--- src/rtl/cpu_pkg.sv ---
// cpu_pkg: shared definitions for the 8-bit accumulator CPU control path.
//   - opcode constants, ALU function codes
//   - instruction field positions (op, operand address)
//   - sequencer state enum and decoded op class enum
package cpu_pkg;

   // instruction fields: op = IR[7:5], a = IR[4:0]
   localparam int OP_W   = 3;
   localparam int OP_LSB = 5;
   localparam int A_LSB  = 0;

   localparam logic [OP_W-1:0] OP_ADD   = 3'b000;
   localparam logic [OP_W-1:0] OP_SUB   = 3'b001;
   localparam logic [OP_W-1:0] OP_LOAD  = 3'b010;
   localparam logic [OP_W-1:0] OP_STORE = 3'b011;
   localparam logic [OP_W-1:0] OP_JMP   = 3'b100;
   localparam logic [OP_W-1:0] OP_JZ    = 3'b101;
   localparam logic [OP_W-1:0] OP_CLR   = 3'b110;
   localparam logic [OP_W-1:0] OP_HALT  = 3'b111;

   localparam logic [1:0] ALU_ADD  = 2'b00;
   localparam logic [1:0] ALU_SUB  = 2'b01;
   localparam logic [1:0] ALU_PASS = 2'b10;
   localparam logic [1:0] ALU_ZERO = 2'b11;

   typedef enum logic [2:0] {
      S_FETCH, S_DECODE, S_OPERAND, S_EXECUTE, S_STORE, S_HALT
   } state_t;

   // what DECODE does next for a given opcode
   typedef enum logic [2:0] {
      C_OPERAND, C_STORE, C_EXEC, C_JMP, C_JZ, C_HALT
   } op_class_t;

endpackage

--- src/rtl/cpu_decode.sv ---
// cpu_decode: combinational opcode decoder.
//   op_i          opcode field of IR
//   alu_func_o    ALU function for this instruction
//   alu_in1_sel_o 1 = ALU in1 from MDR (LOAD), 0 = accumulator
//   op_class_o    sequencing class used by the FSM in DECODE
module cpu_decode
   import cpu_pkg::*;
(
   input  logic [OP_W-1:0] op_i,
   output logic [1:0]      alu_func_o,
   output logic            alu_in1_sel_o,
   output op_class_t       op_class_o
);

   always_comb begin
      alu_func_o    = ALU_ZERO;
      alu_in1_sel_o = 1'b0;
      op_class_o    = C_HALT;
      unique case (op_i)
         OP_ADD:   begin alu_func_o = ALU_ADD;  op_class_o = C_OPERAND; end
         OP_SUB:   begin alu_func_o = ALU_SUB;  op_class_o = C_OPERAND; end
         OP_LOAD:  begin
            alu_func_o    = ALU_PASS;
            alu_in1_sel_o = 1'b1;
            op_class_o    = C_OPERAND;
         end
         OP_STORE: op_class_o = C_STORE;
         OP_JMP:   op_class_o = C_JMP;
         OP_JZ:    op_class_o = C_JZ;
         OP_CLR:   begin alu_func_o = ALU_ZERO; op_class_o = C_EXEC; end
         default:  op_class_o = C_HALT;
      endcase
   end

endmodule

--- src/rtl/cpu_seq_ctrl.sv ---
// cpu_seq_ctrl: multi-cycle sequencer for the 8-bit accumulator CPU.
// Owns PC and IR, fetches over a req/ack memory port, drives ALU function
// and datapath strobes.
//   clk, reset             clock, synchronous active-high reset
//   mem_req/we/addr        memory request (held until ack edge)
//   mem_rdata, mem_ack     read data / transfer complete
//   acc_zero               datapath accumulator == 0
//   alu_func, alu_in1_sel  ALU controls, stable from DECODE to next DECODE
//   acc_load, mdr_load     one-cycle datapath strobes
//   pc, halted             program counter, HALT indication
module cpu_seq_ctrl
   import cpu_pkg::*;
#(
   parameter int ADDR_W   = 5,
   parameter int DATA_W   = 8,
   parameter int RESET_PC = 0
)(
   input  logic              clk,
   input  logic              reset,
   output logic              mem_req,
   output logic              mem_we,
   output logic [ADDR_W-1:0] mem_addr,
   input  logic [DATA_W-1:0] mem_rdata,
   input  logic              mem_ack,
   input  logic              acc_zero,
   output logic [1:0]        alu_func,
   output logic              alu_in1_sel,
   output logic              acc_load,
   output logic              mdr_load,
   output logic [ADDR_W-1:0] pc,
   output logic              halted
);

   state_t              state_q;
   logic [ADDR_W-1:0]   pc_q, addr_q;
   logic [DATA_W-1:0]   ir_q;
   logic                req_q, we_q, sel_q, acc_load_q, halted_q;
   logic [1:0]          func_q;

   logic [1:0]          dec_func;
   logic                dec_sel;
   op_class_t           dec_cls;
   logic [ADDR_W-1:0]   a_w;

   assign a_w = ir_q[A_LSB +: ADDR_W];

   cpu_decode u_dec (
      .op_i          (ir_q[OP_LSB +: OP_W]),
      .alu_func_o    (dec_func),
      .alu_in1_sel_o (dec_sel),
      .op_class_o    (dec_cls)
   );

   // Requests are issued on the edge entering a requesting state so the
   // first request cycle coincides with the state. The exceptions are the
   // first FETCH after reset and the FETCH following a STORE ack: there
   // mem_req must drop for a cycle, so FETCH raises it itself.
   always_ff @(posedge clk) begin
      if (reset) begin
         state_q    <= S_FETCH;
         pc_q       <= ADDR_W'(RESET_PC);
         ir_q       <= '0;
         req_q      <= 1'b0;
         we_q       <= 1'b0;
         addr_q     <= '0;
         func_q     <= ALU_ZERO;
         sel_q      <= 1'b0;
         acc_load_q <= 1'b0;
         halted_q   <= 1'b0;
      end else begin
         acc_load_q <= 1'b0;
         unique case (state_q)
            S_FETCH: begin
               if (!req_q) begin
                  req_q  <= 1'b1;
                  we_q   <= 1'b0;
                  addr_q <= pc_q;
               end else if (mem_ack) begin
                  ir_q    <= mem_rdata;
                  pc_q    <= pc_q + ADDR_W'(1);
                  req_q   <= 1'b0;
                  state_q <= S_DECODE;
               end
            end
            S_DECODE: begin
               func_q <= dec_func;
               sel_q  <= dec_sel;
               unique case (dec_cls)
                  C_OPERAND: begin
                     req_q <= 1'b1; we_q <= 1'b0; addr_q <= a_w;
                     state_q <= S_OPERAND;
                  end
                  C_STORE: begin
                     req_q <= 1'b1; we_q <= 1'b1; addr_q <= a_w;
                     state_q <= S_STORE;
                  end
                  C_EXEC: begin
                     acc_load_q <= 1'b1;
                     state_q    <= S_EXECUTE;
                  end
                  C_JMP: begin
                     pc_q <= a_w;
                     req_q <= 1'b1; we_q <= 1'b0; addr_q <= a_w;
                     state_q <= S_FETCH;
                  end
                  C_JZ: begin
                     if (acc_zero) begin
                        pc_q   <= a_w;
                        addr_q <= a_w;
                     end else begin
                        addr_q <= pc_q;
                     end
                     req_q <= 1'b1; we_q <= 1'b0;
                     state_q <= S_FETCH;
                  end
                  default: begin
                     halted_q <= 1'b1;
                     state_q  <= S_HALT;
                  end
               endcase
            end
            S_OPERAND: begin
               if (mem_ack) begin
                  req_q      <= 1'b0;
                  acc_load_q <= 1'b1;
                  state_q    <= S_EXECUTE;
               end
            end
            S_EXECUTE: begin
               req_q <= 1'b1; we_q <= 1'b0; addr_q <= pc_q;
               state_q <= S_FETCH;
            end
            S_STORE: begin
               if (mem_ack) begin
                  req_q   <= 1'b0;
                  we_q    <= 1'b0;
                  state_q <= S_FETCH;
               end
            end
            S_HALT: ;
            default: state_q <= S_FETCH;
         endcase
      end
   end

   assign mem_req     = req_q;
   assign mem_we      = we_q;
   assign mem_addr    = addr_q;
   assign alu_func    = func_q;
   assign alu_in1_sel = sel_q;
   assign acc_load    = acc_load_q;
   assign pc          = pc_q;
   assign halted      = halted_q;
   // MDR captures in the ack cycle itself, so this strobe is decoded
   assign mdr_load    = !reset && (state_q == S_OPERAND) && req_q && mem_ack;

endmodule
--- config.mk ---
export PLATFORM = sky130hd
export DESIGN_NAME = cpu_seq_ctrl
export DESIGN_NICKNAME = d
export VERILOG_FILES = /design/src/rtl/cpu_pkg.sv /design/src/rtl/cpu_decode.sv /design/src/rtl/cpu_seq_ctrl.sv
export SDC_FILE = /design/constraint.sdc
export NUM_CORES = 1
export LEC_CHECK = 0
export CAP_MARGIN = 40
export CORE_ASPECT_RATIO = 1.25
export CORE_MARGIN = 1
export CORE_UTILIZATION = 45
export DETAILED_ROUTE_END_ITERATION = 12
export PLACE_DENSITY = 0.72
export SLEW_MARGIN = 25
export SYNTH_ARGS = -nofsm -noshare
export SYNTH_HDL_FRONTEND = slang
export SYNTH_SLANG_ARGS = --single-unit
export TNS_END_PERCENT = 5
--- constraint.sdc ---
create_clock -name clk -period 3.2 [get_ports clk]
set_clock_uncertainty 0.1 [all_clocks]
set_input_delay 0.64 -clock clk [delete_from_list [all_inputs] [get_ports clk]]
set_output_delay 0.64 -clock clk [all_outputs]
set_load 0.02 [all_outputs]
==> out/results.txt <==
area of the mapped netlist - 1428 µm²
r2r worst-path depth - 5
die width - 52.38 µm
Yosys top cell by area - dfxtp_1
Crit. End Element - output port
Die Y - 64.98 µm
Nets - 197
Crit Path Category - reg -> out
Detailed Route Iter0 Violations - 49
startpoint types - flip-flop
Clock Path Buffers - 2
clk_lat worst skew - 330 ps
share of layout cells above drive strength 1 - 12.02%
fin crit period - 2768 ps
Net Count, Synth - 170
Ant. Diodes - 0
TritonCTS Buffers - 3
Rows - 22
placed inst area - 1729 µm²
Worst Hold Class - reg -> reg
Syn Inst Count - 157
Synth cell types - 42
final design area excluding fillers - 1765 µm²
final WL - 3.151 mm
largest net degree at the start of global routing - 23
Power Total - 712.9 µW
CP arrival - 2030 ps
Power per Cell Area - 403.8 nW/µm²
Setup-failing EPs final - 0
total of max-cap violations - 0
Yosys top cell area share - 39.26%
Min Hold Slack - 371.7 ps
#FFs+latches synth - 28
setup TNS - 0 ps
CTS tree - done
via count - 1271
Die Area - 3403 µm²
P&R area growth vs syn - 23.66%
Clk pin slew, worst setup/hold paths - 150 ps
wire length per cell - 14.39 µm
ANT nets after route - 0
# DRC - 0
I/O Buffers - 29
fill count - 264
Post-CTS Setup Inserts - 0
Synth async-reset ratio - 0%
Static Leakage - 0.6054 nW
Starting Density - 48.02%
cts repair resizes - 0
most frequent cell after synthesis - dfxtp_1
syn_area_per_cell - 9.093 µm²
highest ir drop seen on vdd - 288.2 µV
storage element area - 560.5 µm²
area of the multi-input gates - 777.0 µm²
# clock sinks - 28
I/O pin count - 30
CP max FO - 11
Area contributors post-synth - dfxtp_1 39%, mux2i_1 9.8%, nor2_1 4.7%
sequential fraction of the synthesis area - 39.26%
core area - 2973 µm²
vias in the first global route - 1186
Top FF cell, synth - dfxtp_1
Vias per Instance - 5.804
initial antenna violation count - 0
first-pass GRT wire length - 5.395 mm
Max Slew Vio Count - 0
total gr overflow - 0
Max H-tree Level - 1
final worst-path cycle share - 86.50%
First-pass DRT Iterations - 4
Post-synth EDFFs - 0
outcome - complete, no violations
RSZ-0062 raised after global routing - no
Max Fclk - 361.3 MHz
WHS Path Cells - 2
Tot GR Track Use - 20.65%
cts hold-fix bufs - 0
most common library cells after synthesis - 28 x dfxtp_1, 18 x nor2_1, 14 x mux2i_1
Slew headroom - 46.10%
Fin. Hold Viols - 0
worst endpoint required time - 2460 ps
placed wire-length estimate - 2.241 mm
Final GP Congestion - 0.8057
clock root buffer - clkbuf_4
Slew @ Worst Pin - 805.0 ps
Yosys Warn Count - 0
==> path summary, 6_finish.rpt <==
check                                  from          end  slack [ps]
worst min-delay path            alu_in1_sel  alu_in1_sel         370
worst min register to register  alu_in1_sel  alu_in1_sel         370
worst max-delay path             state_q[1]     mdr_load         430
worst max register to register      ir_q[7]        pc[2]        1170
==> worst max-delay path, stage by stage (launching register included) <==
cell and delay [ps]:
dfxtp_1 670, nand2_1 190, nor3_1 210, clkdlybuf4s50_1 620
==> through the flow <==
step / cells / setup WS (ps) / util (%)
floorplan: 157 / 1101 / -
global placement: 215 / 459.3 / 58.17
detailed placement: 215 / 449.4 / 58.17
CTS: 219 / 416.7 / 59.39
global route: 219 / 269.7 / 59.39
finish: 219 / 432.1 / 59.39
==> layout make-up <==
class,count,area share (%)
Tap cell,36,2.551
Clock buffer,4,2.055
Timing Repair Buffer,32,17.72
Sequential cell,28,31.75
Multi-Input combinational cell,110,44.01
Inverter,9,1.914
==> state kept, by name, indices dropped and copies added (netlist names) <==
register and flops:
ir_q 8, mem_req 1, acc_load 1, halted 1
mem_addr 5, alu_func 2, mem_we 1, state_q 3
pc 5, alu_in1_sel 1
==> per-layer routing <==
metal	track usage [%]	vias to the layer above	wire [µm]
li1	-	621	-
met2	34.18	43	1584
met3	2.113	7	121
met4	5.921	0	40
met5	0	-	0
met1	27.77	600	1404
==> kinds of logic (layout without fill, tap and decap cells) <==
logic type	Yosys count	in the layout	synth area share (%)
buffers and inverters	19	45	6.310
and+or+nand+nor	48	48	19.46
muxes	16	16	11.39
DFF	28	28	39.26
adders and majority gates	1	1	0.8763
AOI/OAI and AO/OA	45	45	22.70
==> where the power goes <==
| part | switching [mW] | total, mW | internal, mW | leakage (nW) |
|---|---|---|---|---|
| Sequential | 0.0263 | 0.394 | 0.368 | 0.228 |
| Clock | 0.104 | 0.174 | 0.0697 | 0.0210 |
| Combinational | 0.0733 | 0.144 | 0.0710 | 0.356 |
| Total | 0.204 | 0.713 | 0.509 | 0.605 |
==> cell usage in the layout (no fill, tap or decap), types with 2 or more instances in the layout <==
| cell | netlist | layout |
|---|---|---|
| a21oi_1 | 12 | 12 |
| a221oi_2 | 2 | 2 |
| a31oi_1 | 2 | 2 |
| buf_4 | 0 | 3 |
| clkbuf_4 | 0 | 3 |
| clkdlybuf4s50_1 | 0 | 29 |
| dfxtp_1 | 28 | 28 |
| inv_1 | 9 | 9 |
| mux2_2 | 2 | 2 |
| mux2i_1 | 14 | 14 |
| nand2_1 | 11 | 11 |
| nand3_1 | 4 | 4 |
| nor2_1 | 18 | 18 |
| nor3_1 | 3 | 3 |
| o211ai_1 | 2 | 2 |
| o21ai_0 | 11 | 11 |
| o21ai_2 | 2 | 2 |
| o32ai_1 | 2 | 2 |
| or3_1 | 2 | 2 |
(Power assumes the default switching activity.)
